--- config.mk ---
export PLATFORM = sky130hd
export DESIGN_NAME = vx_irq_controller
export DESIGN_NICKNAME = d
export VERILOG_FILES = /design/src/rtl/vx_irq_controller.sv
export SDC_FILE = /design/constraint.sdc
export NUM_CORES = 1
export LEC_CHECK = 0
export CAP_MARGIN = 30
export CORE_MARGIN = 4
export CORE_UTILIZATION = 28
export DETAILED_ROUTE_END_ITERATION = 6
export PLACE_DENSITY_LB_ADDON = 0.05
export SYNTH_ARGS = -nofsm -noshare
export SYNTH_HDL_FRONTEND = slang
export SYNTH_SLANG_ARGS = --single-unit
--- constraint.sdc ---
create_clock -name clk -period 3.2 [get_ports clk]
set_clock_uncertainty 0.1 [all_clocks]
set_input_delay 0.96 -clock clk [delete_from_list [all_inputs] [get_ports clk]]
set_output_delay 0.96 -clock clk [all_outputs]
set_load 0.01 [all_outputs]
--- src/rtl/vx_irq_controller.sv ---
// -----------------------------------------------------------------------------
// vx_irq_controller
//
// Interrupt controller front end for SIMT-to-scalar thread transfer. The
// scalar core issues a pull request (wid, tid, ISR PC). This block sequences
// the IRQC state machine that the scheduler's thread transfer unit (TTU)
// follows. It captures the warp context the TTU reports, and returns a
// completion status plus the captured PC to the scalar core.
//
// Ports
//   clk, reset            clock; synchronous active-high reset
//   irq_valid/irq_ready   request handshake (ready only while idle)
//   irq_wid/tid/isr_pc    request fields, sampled only at accept
//   resp_valid/ready      response handshake
//   resp_status/resp_pc   0 OK / 1 NOT_FOUND / 2 TIMEOUT; captured PC when OK
//   state                 exported IRQC state code for the TTU
//   wid/tid               latched target
//   load_PC/tmask/wmask   values the TTU loads into the warp
//   pipeline_drained, thread_found, current_*   TTU status / context (WAIT)
//   ISR_done              TTU saw the ISR exit jump
// -----------------------------------------------------------------------------
module vx_irq_controller #(
    parameter int THREAD_CNT       = 4,
    parameter int WARP_CNT         = 4,
    parameter int WARP_CNT_WIDTH   = (WARP_CNT > 1) ? $clog2(WARP_CNT) : 1,
    parameter int THREAD_CNT_WIDTH = (THREAD_CNT > 1) ? $clog2(THREAD_CNT) : 1,
    parameter int XLEN             = 32,
    parameter int WAIT_TIMEOUT     = 1024
) (
    input  logic                        clk,
    input  logic                        reset,

    input  logic                        irq_valid,
    output logic                        irq_ready,
    input  logic [WARP_CNT_WIDTH-1:0]   irq_wid,
    input  logic [THREAD_CNT_WIDTH-1:0] irq_tid,
    input  logic [XLEN-1:0]             irq_isr_pc,

    output logic                        resp_valid,
    input  logic                        resp_ready,
    output logic [1:0]                  resp_status,
    output logic [XLEN-1:0]             resp_pc,

    output logic [2:0]                  state,
    output logic [WARP_CNT_WIDTH-1:0]   wid,
    output logic [THREAD_CNT_WIDTH-1:0] tid,
    output logic [XLEN-1:0]             load_PC,
    output logic [THREAD_CNT-1:0]       load_tmask,
    output logic [WARP_CNT-1:0]         load_wmask,

    input  logic                        pipeline_drained,
    input  logic                        thread_found,
    input  logic [THREAD_CNT-1:0]       current_thread_mask,
    input  logic [XLEN-1:0]             current_PC,
    input  logic [WARP_CNT-1:0]         current_active_warps,
    input  logic                        ISR_done
);

    // Exported IRQC state codes seen by the TTU.
    localparam logic [2:0] IRQC_IDLE = 3'd0;

    localparam logic [1:0] ST_OK        = 2'd0;
    localparam logic [1:0] ST_NOT_FOUND = 2'd1;
    localparam logic [1:0] ST_TIMEOUT   = 2'd2;

    // Counter wide enough to reach WAIT_TIMEOUT.
    localparam int CNT_W = (WAIT_TIMEOUT > 0) ? $clog2(WAIT_TIMEOUT + 1) : 1;
    localparam logic [CNT_W-1:0] TIMEOUT_VAL = CNT_W'(WAIT_TIMEOUT);
    localparam bit TIMEOUT_EN = (WAIT_TIMEOUT != 0);

    // Internal encodings 0..4 match the exported IRQC codes; RESP is
    // internal only and is exported as IRQC_IDLE.
    typedef enum logic [2:0] {
        S_IDLE        = 3'd0,
        S_WAIT        = 3'd1,
        S_PC_SWAP     = 3'd2,
        S_WAIT_ISR    = 3'd3,
        S_REVERT_WARP = 3'd4,
        S_RESP        = 3'd5
    } fsm_t;

    fsm_t                        fsm_reg;
    logic                        irq_ready_reg;
    logic                        resp_valid_reg;
    logic [1:0]                  resp_status_reg;
    logic [XLEN-1:0]             resp_pc_reg;
    logic [WARP_CNT_WIDTH-1:0]   wid_reg;
    logic [THREAD_CNT_WIDTH-1:0] tid_reg;
    logic [XLEN-1:0]             load_pc_reg;
    logic [THREAD_CNT-1:0]       load_tmask_reg;
    logic [WARP_CNT-1:0]         load_wmask_reg;
    logic [THREAD_CNT-1:0]       saved_tmask_reg;
    logic [XLEN-1:0]             saved_pc_reg;
    logic [WARP_CNT-1:0]         saved_wmask_reg;
    logic [CNT_W-1:0]            wait_cnt_reg;
    logic [CNT_W-1:0]            wait_cnt_next;

    assign wait_cnt_next = wait_cnt_reg + CNT_W'(1);

    always_ff @(posedge clk) begin
        if (reset) begin
            fsm_reg         <= S_IDLE;
            irq_ready_reg   <= 1'b1;
            resp_valid_reg  <= 1'b0;
            resp_status_reg <= ST_OK;
            resp_pc_reg     <= '0;
            wid_reg         <= '0;
            tid_reg         <= '0;
            load_pc_reg     <= '0;
            load_tmask_reg  <= '0;
            load_wmask_reg  <= '0;
            saved_tmask_reg <= '0;
            saved_pc_reg    <= '0;
            saved_wmask_reg <= '0;
            wait_cnt_reg    <= '0;
        end else begin
            case (fsm_reg)
                S_IDLE: begin
                    if (irq_valid) begin
                        wid_reg       <= irq_wid;
                        tid_reg       <= irq_tid;
                        load_pc_reg   <= irq_isr_pc;  // held through WAIT_ISR for the TTU compare
                        wait_cnt_reg  <= '0;
                        irq_ready_reg <= 1'b0;
                        fsm_reg       <= S_WAIT;
                    end
                end
                S_WAIT: begin
                    // A drained pipeline always wins over an expiring timeout.
                    if (pipeline_drained) begin
                        if (thread_found) begin
                            saved_tmask_reg <= current_thread_mask;
                            saved_pc_reg    <= current_PC;
                            saved_wmask_reg <= current_active_warps;
                            fsm_reg         <= S_PC_SWAP;
                        end else begin
                            resp_status_reg <= ST_NOT_FOUND;
                            resp_pc_reg     <= '0;
                            resp_valid_reg  <= 1'b1;
                            load_pc_reg     <= '0;
                            fsm_reg         <= S_RESP;
                        end
                    end else begin
                        wait_cnt_reg <= wait_cnt_next;
                        if (TIMEOUT_EN && (wait_cnt_next == TIMEOUT_VAL)) begin
                            resp_status_reg <= ST_TIMEOUT;
                            resp_pc_reg     <= '0;
                            resp_valid_reg  <= 1'b1;
                            load_pc_reg     <= '0;
                            fsm_reg         <= S_RESP;
                        end
                    end
                end
                S_PC_SWAP: begin
                    fsm_reg <= S_WAIT_ISR;
                end
                S_WAIT_ISR: begin
                    if (ISR_done) begin
                        load_pc_reg     <= saved_pc_reg;
                        load_tmask_reg  <= saved_tmask_reg;
                        load_wmask_reg  <= saved_wmask_reg;
                        resp_status_reg <= ST_OK;
                        resp_pc_reg     <= saved_pc_reg;
                        fsm_reg         <= S_REVERT_WARP;
                    end
                end
                S_REVERT_WARP: begin
                    // Restore values are only presented for this single cycle.
                    load_pc_reg    <= '0;
                    load_tmask_reg <= '0;
                    load_wmask_reg <= '0;
                    resp_valid_reg <= 1'b1;
                    fsm_reg        <= S_RESP;
                end
                S_RESP: begin
                    // irq_ready rises only after the handshake cycle, so a
                    // new request cannot be taken in that same cycle.
                    if (resp_ready) begin
                        resp_valid_reg <= 1'b0;
                        irq_ready_reg  <= 1'b1;
                        fsm_reg        <= S_IDLE;
                    end
                end
                default: begin
                    resp_valid_reg <= 1'b0;
                    irq_ready_reg  <= 1'b1;
                    fsm_reg        <= S_IDLE;
                end
            endcase
        end
    end

    assign state       = (fsm_reg == S_RESP) ? IRQC_IDLE : 3'(fsm_reg);
    assign irq_ready   = irq_ready_reg;
    assign resp_valid  = resp_valid_reg;
    assign resp_status = resp_status_reg;
    assign resp_pc     = resp_pc_reg;
    assign wid         = wid_reg;
    assign tid         = tid_reg;
    assign load_PC     = load_pc_reg;
    assign load_tmask  = load_tmask_reg;
    assign load_wmask  = load_wmask_reg;

endmodule
==> reports/metrics.csv, run 1 <==
stage,metric,value,unit
die,dieWidth,151.8,um
global_route,antenna_found_initial,0,
yosys,ys_ff_latch,134,
sta,period_share,0.8849,
finish,final_cells,1116,
die,dieArea,23040,sq um
sta,layout_setup_ws,0.3684,ns
yosys,synth_top_family_by_area,simple AND/OR/NAND/NOR gates,
finish,final_common_cell,clkdlybuf4s50_1,
finish,fin_util,0.4162,
global_route,grt_first_pass_wirelength,29.93,mm
die,rows,52,
global_route,grt_pass1_vias,5316,
sta,slew_violations,0,
place,place_congestion,0.7976,
global_route,grt_max_degree,36,
finish,multi_input_area,2872,sq um
place,preCtsSetupSlack,-0.03489,ns
setup_path,worstPathRequired,2.14,ns
detailed_routing,ant_nets,0,
finish,fillCellCount,2047,
setup_path,arrival,1.77,ns
yosys,yosysUniqueCellTypes,48,
finish,final_cell_mix,"164 x clkdlybuf4s50_1, 163 x nand2_1, 134 x dfxtp_1",
finish,nets,919,
yosys,synth_compound_area_frac,0.1765,
sta,setup_viol,0,
die,ios,166,
finish,diodes,0,
detailed_routing,wl,18.31,mm
yosys,synth_fa_ha_area_frac,0.002161,
yosys,synth_edf_count,0,
detailed_routing,drt_iter0_drc,269,
clock_tree,cts.reportedPaths.clkPinSlew,0.06,ns
setup_path,regToRegSetupSlack,0.44,ns
clock_tree,cts.htree.levels,4,
setup_path,path_class,flip-flop to output port,
yosys,yosys_warnings,0,
setup_path,worstReg2RegStart,wait_cnt_reg[0]$_SDFFE_PP0P_,
sta,rsz0062_at_grt,false,
sta,timing.setup.tns,0,ns
sta,fmax,353.2,MHz
sta,hold_ws,0.3561,ns
detailed_routing,wl_per_cell,16.41,um
yosys,yosysSeqAreaShare,0.4633,
clock_tree,clockRootBuffer,clkbuf_16,
setup_path,cp-end-kind,output port,
yosys,postSynth.asyncResetShare,0,
yosys,muxShareOfSynthArea,0.09205,
setup_path,r2r_cells,7,
finish,layout.area.seq,2683,sq um
global_route,grt_usage,0.1602,
yosys,yosysTopAreaCellShare,0.4633,
power_and_ir_drop,power,4.951,mW
sta,hold_viol_final,0,
place,hpwl,12.83,mm
finish,finalInstanceArea,8449,sq um
yosys,synthCells,682,
yosys,synth_area_leaders,"dfxtp_1 46%, nand2_1 11%, mux2_4 7.8%, a21oi_1 4.2%, a22oi_1 4.1%",
global_route,grt_overflow,0,
power_and_ir_drop,vdd_drop_max,0.3553,mV
die,die-height,151.8,um
detailed_routing,via_per_inst,4.689,
sta,timing.slew.headroom,0.4474,
yosys,synthesis.nets,766,
status,status,"complete, no violations",
finish,drive_gt1_frac,0.1265,
place,placed_cells,1086,
power_and_ir_drop,leakage,3.072,nW
sta,worst_slew_pin_slew,0.8269,ns
clock_tree,cts_tree,done,
clock_tree,clk_latency,0.41,ns
setup_path,worstReg2RegEnd,load_PC[5]$_SDFFE_PP0P_,
clock_tree,cts_buffers,17,
min_path,hold_depth,2,
yosys,synth_top_area_cell,dfxtp_1,
clock_tree,cts_resized,0,
place,place_area,7784,sq um
yosys,synthSimpleGateAreaFrac,0.2193,
detailed_routing,drtPass1Iterations,4,
setup_path,start_kind,flip-flop,
yosys,synth.avg_cell_area,8.491,sq um
clock_tree,hold_buffers,0,
job,drv_cap,0,
min_path,holdCritStartpoint,resp_pc[23]$_SDFFE_PP0P_,
die,core_area,20300,sq um
power_and_ir_drop,p_per_area,585.9,nW/um^2
min_path,worst_hold_path.endpoint,resp_pc[23]$_SDFFE_PP0P_,
finish,areaGrowthSynthToFinish,45.92,%
setup_path,cp_max_fo,9,
die,initial_utilization,0.2853,
detailed_routing,drc,0,
place,io_buffers,165,
clock_tree,clock-sinks,134,
yosys,ys.flop_type,dfxtp_1,
sta,period_minus_slack,2.832,ns
min_path,holdCritPathClass,flip-flop to flip-flop,
yosys,synth_xor_area_frac,0.001513,
clock_tree,cts_max_path_buffers,2,
yosys,netlist_area,5791,sq um
clock_tree,postCtsSetupRepairBufs,0,
detailed_routing,vias,5233,
==> final cells by class <==
class / count / area share
well taps: 270 / 0.03998
clock buffers: 18 / 0.05198
repair buffers: 191 / 0.2212
inverters: 6 / 0.002665
clock inverters: 12 / 0.02680
flip-flops and latches: 134 / 0.3175
multi-input cells: 485 / 0.3398
==> synthesized netlist by cell type (6+ instances only) <==
master / instances
nor2b_1: 34
o21ai_0: 40
mux2i_1: 6
clkbuf_1: 50
dfxtp_1: 134
o221a_2: 8
a21oi_1: 49
mux2_4: 30
nand2_1: 163
inv_1: 6
a22oi_1: 32
nor3_1: 6
nor2_1: 52
==> how the worst max path moves through the flow <==
stage                             from                       to  slack [ns]
2_1_floorplan         pipeline_drained  load_PC[0]$_SDFFE_PP0P_        0.23
3_3_place_gp          pipeline_drained  load_PC[8]$_SDFFE_PP0P_        0.06
3_5_place_dp          pipeline_drained  load_PC[9]$_SDFFE_PP0P_       -0.03
4_1_cts        fsm_reg[1]$_SDFFE_PP0P_                 state[0]        0.33
5_1_grt               pipeline_drained  load_PC[8]$_SDFFE_PP0P_        0.22
6_report       fsm_reg[1]$_SDFFE_PP0P_                 state[0]        0.37
==> routing by layer <==
layer	global-route usage	vias up	wire [um]
met5	0	-	0
met4	0.04238	0	166
met3	0.05233	12	1229
met2	0.2496	140	8220
met1	0.2148	2446	8695
li1	-	2635	-
==> cell families after synthesis <==
logic type | Yosys count
buffers and inverters | 63
XOR/XNOR | 1
AO/OA/AOI/OAI | 159
adder cells (fa/ha/maj) | 1
multiplexers | 38
flip-flops | 134
AND/OR/NAND/NOR | 286
==> report_power, final <==
| group | internal (mW) | switching (mW) |
|---|---|---|
| Sequential | 1.77 | 0.0635 |
| Combinational | 0.486 | 0.412 |
| Clock | 1.48 | 0.743 |
| Total | 3.73 | 1.22 |
==> critical path, cell delays in order (launching register included) <==
cell and delay, ns:
dfxtp_1 0.48, inv_1 0.09, a21boi_0 0.20, clkdlybuf4s50_1 0.59
No activity file was read; power rests on OpenSTA's default activity.
==> run 2: changes to the inputs <==
--- a/config.mk
+++ b/config.mk
@@ -5,7 +5,7 @@
 export SDC_FILE = /design/constraint.sdc
 export NUM_CORES = 1
 export LEC_CHECK = 0
-export CAP_MARGIN = 30
+export CAP_MARGIN = 20
 export CORE_MARGIN = 4
 export CORE_UTILIZATION = 28
 export DETAILED_ROUTE_END_ITERATION = 6
==> results of run 2 <==
The final DEF is identical to that of run 1; final timing and power are the same.
